[config.mk]
export PLATFORM = sky130hd
export DESIGN_NAME = alu_result_stage
export DESIGN_NICKNAME = d
export VERILOG_FILES = /design/src/rtl/alu_result_stage.sv
export SDC_FILE = /design/constraint.sdc
export NUM_CORES = 1
export LEC_CHECK = 0
export ABC_CLOCK_PERIOD_IN_PS = 5000
export CORE_MARGIN = 2
export CORE_UTILIZATION = 30
export CTS_CLUSTER_SIZE = 14
export DETAILED_ROUTE_END_ITERATION = 16
export SKIP_CTS_REPAIR_TIMING = 1
export SYNTH_ARGS = -nofsm -noshare
export SYNTH_HDL_FRONTEND = slang
export SYNTH_SLANG_ARGS = --single-unit
[constraint.sdc]
create_clock -name clk -period 5 [get_ports clk]
set_input_delay 1 -clock clk [delete_from_list [all_inputs] [get_ports clk]]
set_output_delay 1 -clock clk [all_outputs]
set_load 0.01 [all_outputs]
[src/rtl/alu_result_stage.sv]
// ALU result stage: one-entry output register with NZVC flag commit,
// branch resolution (CBZ/CBNZ/B.cond) and a taken-branch counter.
module alu_result_stage (
    input  logic        clk,
    input  logic        reset,
    input  logic        in_valid,
    output logic        in_ready,
    input  logic [63:0] alu_result,
    input  logic        alu_n,
    input  logic        alu_z,
    input  logic        alu_v,
    input  logic        alu_c,
    input  logic        set_flags,
    input  logic        reg_write,
    input  logic [4:0]  rd,
    input  logic [1:0]  br_type,
    input  logic [3:0]  cond,
    input  logic        flush,
    output logic        out_valid,
    input  logic        out_ready,
    output logic [63:0] out_result,
    output logic [4:0]  out_rd,
    output logic        out_reg_write,
    output logic        out_br_taken,
    output logic [3:0]  flags,
    output logic [15:0] taken_cnt
);
    typedef struct packed {
        logic [63:0] result;
        logic [4:0]  rd;
        logic        reg_write;
        logic        br_taken;
    } entry_t;

    entry_t entry_q;
    logic   valid_q;
    logic   accept;
    logic   cond_true;
    logic   taken;
    logic   fn, fz, fv, fc;

    assign {fn, fz, fv, fc} = flags;

    // B.cond looks at the committed flags, never at this transaction's own update
    always_comb begin
        cond_true = 1'b0;
        case (cond)
            4'b0000: cond_true = fz;
            4'b0001: cond_true = !fz;
            4'b0010: cond_true = fc;
            4'b0011: cond_true = !fc;
            4'b0100: cond_true = fn;
            4'b0101: cond_true = !fn;
            4'b0110: cond_true = fv;
            4'b0111: cond_true = !fv;
            4'b1000: cond_true = fc & !fz;
            4'b1001: cond_true = !fc | fz;
            4'b1010: cond_true = (fn == fv);
            4'b1011: cond_true = (fn != fv);
            4'b1100: cond_true = !fz & (fn == fv);
            4'b1101: cond_true = fz | (fn != fv);
            default: cond_true = 1'b1;
        endcase
    end

    always_comb begin
        taken = 1'b0;
        case (br_type)
            2'b01:   taken = alu_z;
            2'b10:   taken = !alu_z;
            2'b11:   taken = cond_true;
            default: taken = 1'b0;
        endcase
    end

    assign in_ready = !valid_q | out_ready;
    assign accept   = in_valid & in_ready & !flush;

    always_ff @(posedge clk) begin
        if (!reset) begin
            valid_q   <= 1'b0;
            entry_q   <= '0;
            flags     <= 4'b0000;
            taken_cnt <= 16'h0000;
        end else if (flush) begin
            valid_q <= 1'b0;
        end else if (accept) begin
            valid_q            <= 1'b1;
            entry_q.result     <= alu_result;
            entry_q.rd         <= rd;
            entry_q.reg_write  <= reg_write;
            entry_q.br_taken   <= taken;
            if (set_flags) flags <= {alu_n, alu_z, alu_v, alu_c};
            if (taken) taken_cnt <= taken_cnt + 16'h0001;
        end else if (out_ready) begin
            valid_q <= 1'b0;
        end
    end

    assign out_valid     = valid_q;
    assign out_result    = entry_q.result;
    assign out_rd        = entry_q.rd;
    assign out_reg_write = entry_q.reg_write;
    assign out_br_taken  = entry_q.br_taken;
endmodule

* After elaboration in Yosys (flattened, before gate mapping)
Index checks and enable logic that the tools add are counted.
** Storage, ports and cells
- Register bits after elaboration :: 92
- Bits of input ports :: 86
- Logic and storage cells :: 52
** Operators by class
- $add $sub $neg :: 1
- Equal/unequal tests :: 18
- Mux-type cells :: 4
- Bitwise logic cells :: 9
- Reduce and logical (&&, ||, !) cells :: 13
** Operators with widths (number)
- $eq A4 B4 Y1 const B :: 6
- $add A16 B1 Y16 const B :: 1
- $eq A4 B3 Y1 const B :: 4
- $pmux W1 S14 :: 1
- $eq A4 B2 Y1 const B :: 2
- $logic_not A1 Y1 :: 7
- $reduce_and A3 Y1 :: 2
- $and A1 B1 Y1 :: 4
- $eq A2 B2 Y1 const B :: 2
- $eq A4 B1 Y1 const B :: 1
- $logic_not A4 Y1 :: 1
- $or A1 B1 Y1 :: 3
- $pmux W1 S3 :: 1
- $eq A2 B1 Y1 const B :: 1
- $mux W1 :: 2
- $not A1 Y1 :: 2
- $reduce_and A2 Y1 :: 1
- $reduce_bool A2 Y1 :: 1
- $reduce_or A2 Y1 :: 1
- $eq A1 B1 Y1 :: 1
- $ne A1 B1 Y1 :: 1

* Logic depth before layout (Yosys ltp)
- Word-level depth :: 5
- Depth in mapped cells :: 8
- Mapped depth without buffers :: 6

* Worst setup path after synthesis
Ideal clock, no wire load.
- Path kind :: in2reg
- From :: input port cond[0]
- To :: register taken_cnt[12]
- Setup time :: 70 ps
- Data arrival time :: 2752 ps
- Data required time :: 4930 ps
- Setup slack :: 2177 ps
- Stages :: 7
- Path buffers :: 1
- Cell sequence :: buf_6 or4b_1 a31oi_1 o21ai_2 a311o_1 or3_1 a21oi_1
** On the way
- Cells in the longest elaborated chain, start to end :: 4
- Elaborated cells on any way between the ends :: 17
** RTL lines
- start, declared :: RTL line 17 : input logic [3:0] cond,
- $eq A4 B4 Y1, or another cell as far along :: RTL line 47 : case (cond)
- $pmux W1 S14 (*) :: RTL line 47
- $pmux W1 S3 (*) :: RTL line 68 : case (br_type)
- $reduce_and A3 Y1 (no line) (*)
- end signal, assigned :: RTL line 94 : if (taken) taken_cnt <= taken_cnt + 16'h0001;
- end, declared :: RTL line 26 : output logic [15:0] taken_cnt
Mark *: on every way between the ends. The rest lies on a longest branch, timed or not.
A chain may end at the register's enable or synchronous reset.

* Worst setup path in the final report
- From :: input port cond[3]
- To :: register taken_cnt[11]
Same word-level chain as after synthesis.

==> impl_metrics.json <==
{
  "status": "finished clean",
  "switching_share_pct": 24.2,
  "insertion_delay_ns": 0.34,
  "drive_gt1_share_pct": 3.70,
  "routabilityCongestion": 0.767,
  "crit_required_ns": 5.26,
  "netlist.top_cell.by_area": "dfxtp_1",
  "top_usage_layer": "met2",
  "cpPeakStageDelay_ns": 0.57,
  "synth_area_leaders": "dfxtp_1, nand2_1, a21oi_1",
  "drv_slew": 0,
  "power_leakage_nw": 2.03,
  "cts_inserted_buffers": 9,
  "netlist_top_cells_count": "nand2_1, dfxtp_1, a21oi_1",
  "ys_seq_area_share_pct": 50.7,
  "internal_power_mw": 1.23,
  "ys_ff_latch": 92,
  "worst_slew_pin_slew_ns": 1.10,
  "ioPinCount": 179,
  "vias": 3670,
  "pwr-share-clk_pct": 37.6,
  "drv_cap": 0,
  "holdWs_ns": 0.452,
  "use_met1_pct": 19.6,
  "grt_usage_pct": 16.2,
  "cp-end-kind": "register",
  "min_period_ns": 3.29,
  "cts.clk_slew.worst_paths_ns": 0.06,
  "grt_setup_unrepaired": "false",
  "initial_utilization_pct": 30.5,
  "cts_root_buf": "clkbuf_16",
  "syn_area_um2": 3630,
  "worst_ep_arrival_time_ns": 3.55,
  "dr.pass1.iters": 4,
  "synth-edff-count": 0,
  "finalCritPeriodShare_pct": 65.8,
  "grt_pass1_vias": 3328,
  "cts_buffer_depth": 2,
  "critPathKind": "input pin to register",
  "p_comb_share_pct": 14.4,
  "diodes": 0,
  "power_switching_uw": 392,
  "yosysMostFrequentCell": "nand2_1",
  "setup_violations": 0,
  "start_kind": "input pin",
  "seq_area_um2": 1840,
  "min_path_type": "register to register",
  "overflow": 0,
  "core_area_um2": 11900,
  "filler_cell_count": 1167,
  "grt_first_pass_wirelength_um": 16700,
  "viasPerCell": 4.77,
  "fmax_ghz": 0.304,
  "antenna_found_initial": 0,
  "finClkSkew_ns": 0.00653,
  "avgRoutedWirePerCell_um": 13.8,
  "syn_to_final_growth_pct": 59.2,
  "dieHeight_um": 114,
  "drtAntennaViolNets": 0,
  "post-route-drc-count": 0,
  "drt_iter0_markers": 171,
  "syn-num-nets": 542,
  "nNetsFinal": 704,
  "critPathMaxFanout": 10,
  "io_buffer_count": 178,
  "dp_hpwl_um": 7550,
  "syn_avg_cell_area_um2": 7.98,
  "synth_cell_types": 41,
  "cts_max_level": 3,
  "critical_path.cell_chain": "clkdlybuf4s50_1 -> and2_1 -> nor4b_1 -> o311ai_2 -> a311o_1 -> or3_1 -> a21oi_1",
  "fin_tns_setup_ns": 0,
  "num_rows": 40,
  "die_area_um2": 13000,
  "multi_input_area_um2": 1650,
  "async_flop_share_pct": 0,
  "cts_tree": "yes",
  "synth_top_cell_area_share_pct": 50.7,
  "cts.sinks": 92,
  "hold_viol": 0,
  "grt_max_degree": 68,
  "dp.cells": 753,
  "grt_util_met2_pct": 25.8,
  "peakVddDrop_v": 0.000137,
  "max_slew_margin_pct": 26.3,
  "netlist_instances": 455,
  "ys_warn_count": 0,
  "fin_cells": 769,
  "final_core_util_pct": 48.5,
  "seq_power_share_pct": 48.0,
  "wl_um": 10700,
  "critical_path.slowest_cell": "clkdlybuf4s50_1",
  "die_w_um": 114,
  "grt_use_met3_pct": 6.06,
  "synth_ff_type": "dfxtp_1",
  "p_per_area_nw_per_um2": 280
}
worst paths after layout:
kind	slack, ns	endpoint	from	cells after the start
worst max-delay path	1.71	taken_cnt[11]$_SDFFE_PN0P_	cond[3]	7
worst min-delay path	0.45	out_result[27]$_SDFFE_PN0P_	out_result[27]$_SDFFE_PN0P_	2
worst min register to register	0.45	out_result[27]$_SDFFE_PN0P_	out_result[27]$_SDFFE_PN0P_	2
worst max register to register	2.49	taken_cnt[3]$_SDFFE_PN0P_	out_valid$_SDFFE_PP0P_	6
power by group through the flow:
stage | logic (mW) | registers (mW) | clock network [mW]
after detailed placement | 0.236 | 0.794 | 0
after floorplan | 0.0763 | 0.806 | 0
after global placement | 0.233 | 0.793 | 0
after CTS | 0.236 | 0.778 | 0.633
final | 0.234 | 0.778 | 0.610
after global routing | 0.254 | 0.781 | 0.670
area by class of cell:
cell class,count,share of cell area (%)
clock inverter,5,0.498
clock buffer,11,4.03
timing repair buffer,181,31.6
sequential,92,31.9
tap,147,3.18
multi-input combinational,329,28.5
inverter,4,0.260
stage by stage:
step / area (µm²) / power (mW) / setup slack [ns]
final: 5780 / 1.62 / 1.71
after global routing: 5780 / 1.70 / 1.51
after CTS: 5780 / 1.65 / 1.72
after detailed placement: 5520 / 1.03 / 1.37
after global placement: 5520 / 1.03 / 1.39
after floorplan: 3630 / 0.882 / 2.18
metal layers:
metal / vias to the layer above / wire length, µm
met3: 15 / 921
met4: 0 / 191
met1: 1684 / 4580
li1: 1846 / -
met5: - / 0
met2: 125 / 4960
flip-flops by register name (all words and copies together) (netlist names):
name and cells:
out_br_taken 1, flags 4, out_reg_write 1, out_rd 5, out_valid 1, taken_cnt 16
out_result 64
worst max-delay path: cells and delay by family:
family / cells / cell delay (ns)
AO/OA/AOI/OAI: 3 / 0.96
buffers and inverters: 1 / 0.57
AND/OR/NAND/NOR: 3 / 1.01
cells by family (layout without fill, tap and decap cells):
group           after synthesis  count (layout)  share of synthesized area [%]
compound gates              105             105                           16.7
xor+xnor                      9               9                           2.17
buf+inv                      34             201                           3.96
simple gates                210             210                           25.0
mux                           4               4                           1.10
fa+ha+maj                     1               1                          0.345
flops                        92              92                           50.7
cell usage in the layout, fill, tap and decap left out, types with 2 or more instances in the layout:
cell	instances
nand3_1	11
buf_12	2
or3_1	3
dfxtp_1	92
xnor2_1	6
a31oi_1	3
clkinv_2	4
nand3b_1	2
nand2b_1	3
nor2_1	11
o21ai_0	7
clkbuf_1	2
nor4b_1	2
nand2_1	160
a21oi_1	82
clkbuf_16	9
nand4b_1	3
inv_1	3
and3_1	2
and2_1	4
mux2i_1	4
xor2_1	3
clkdlybuf4s50_1	178
a311oi_1	5
Power figures use the tool's default switching activity.
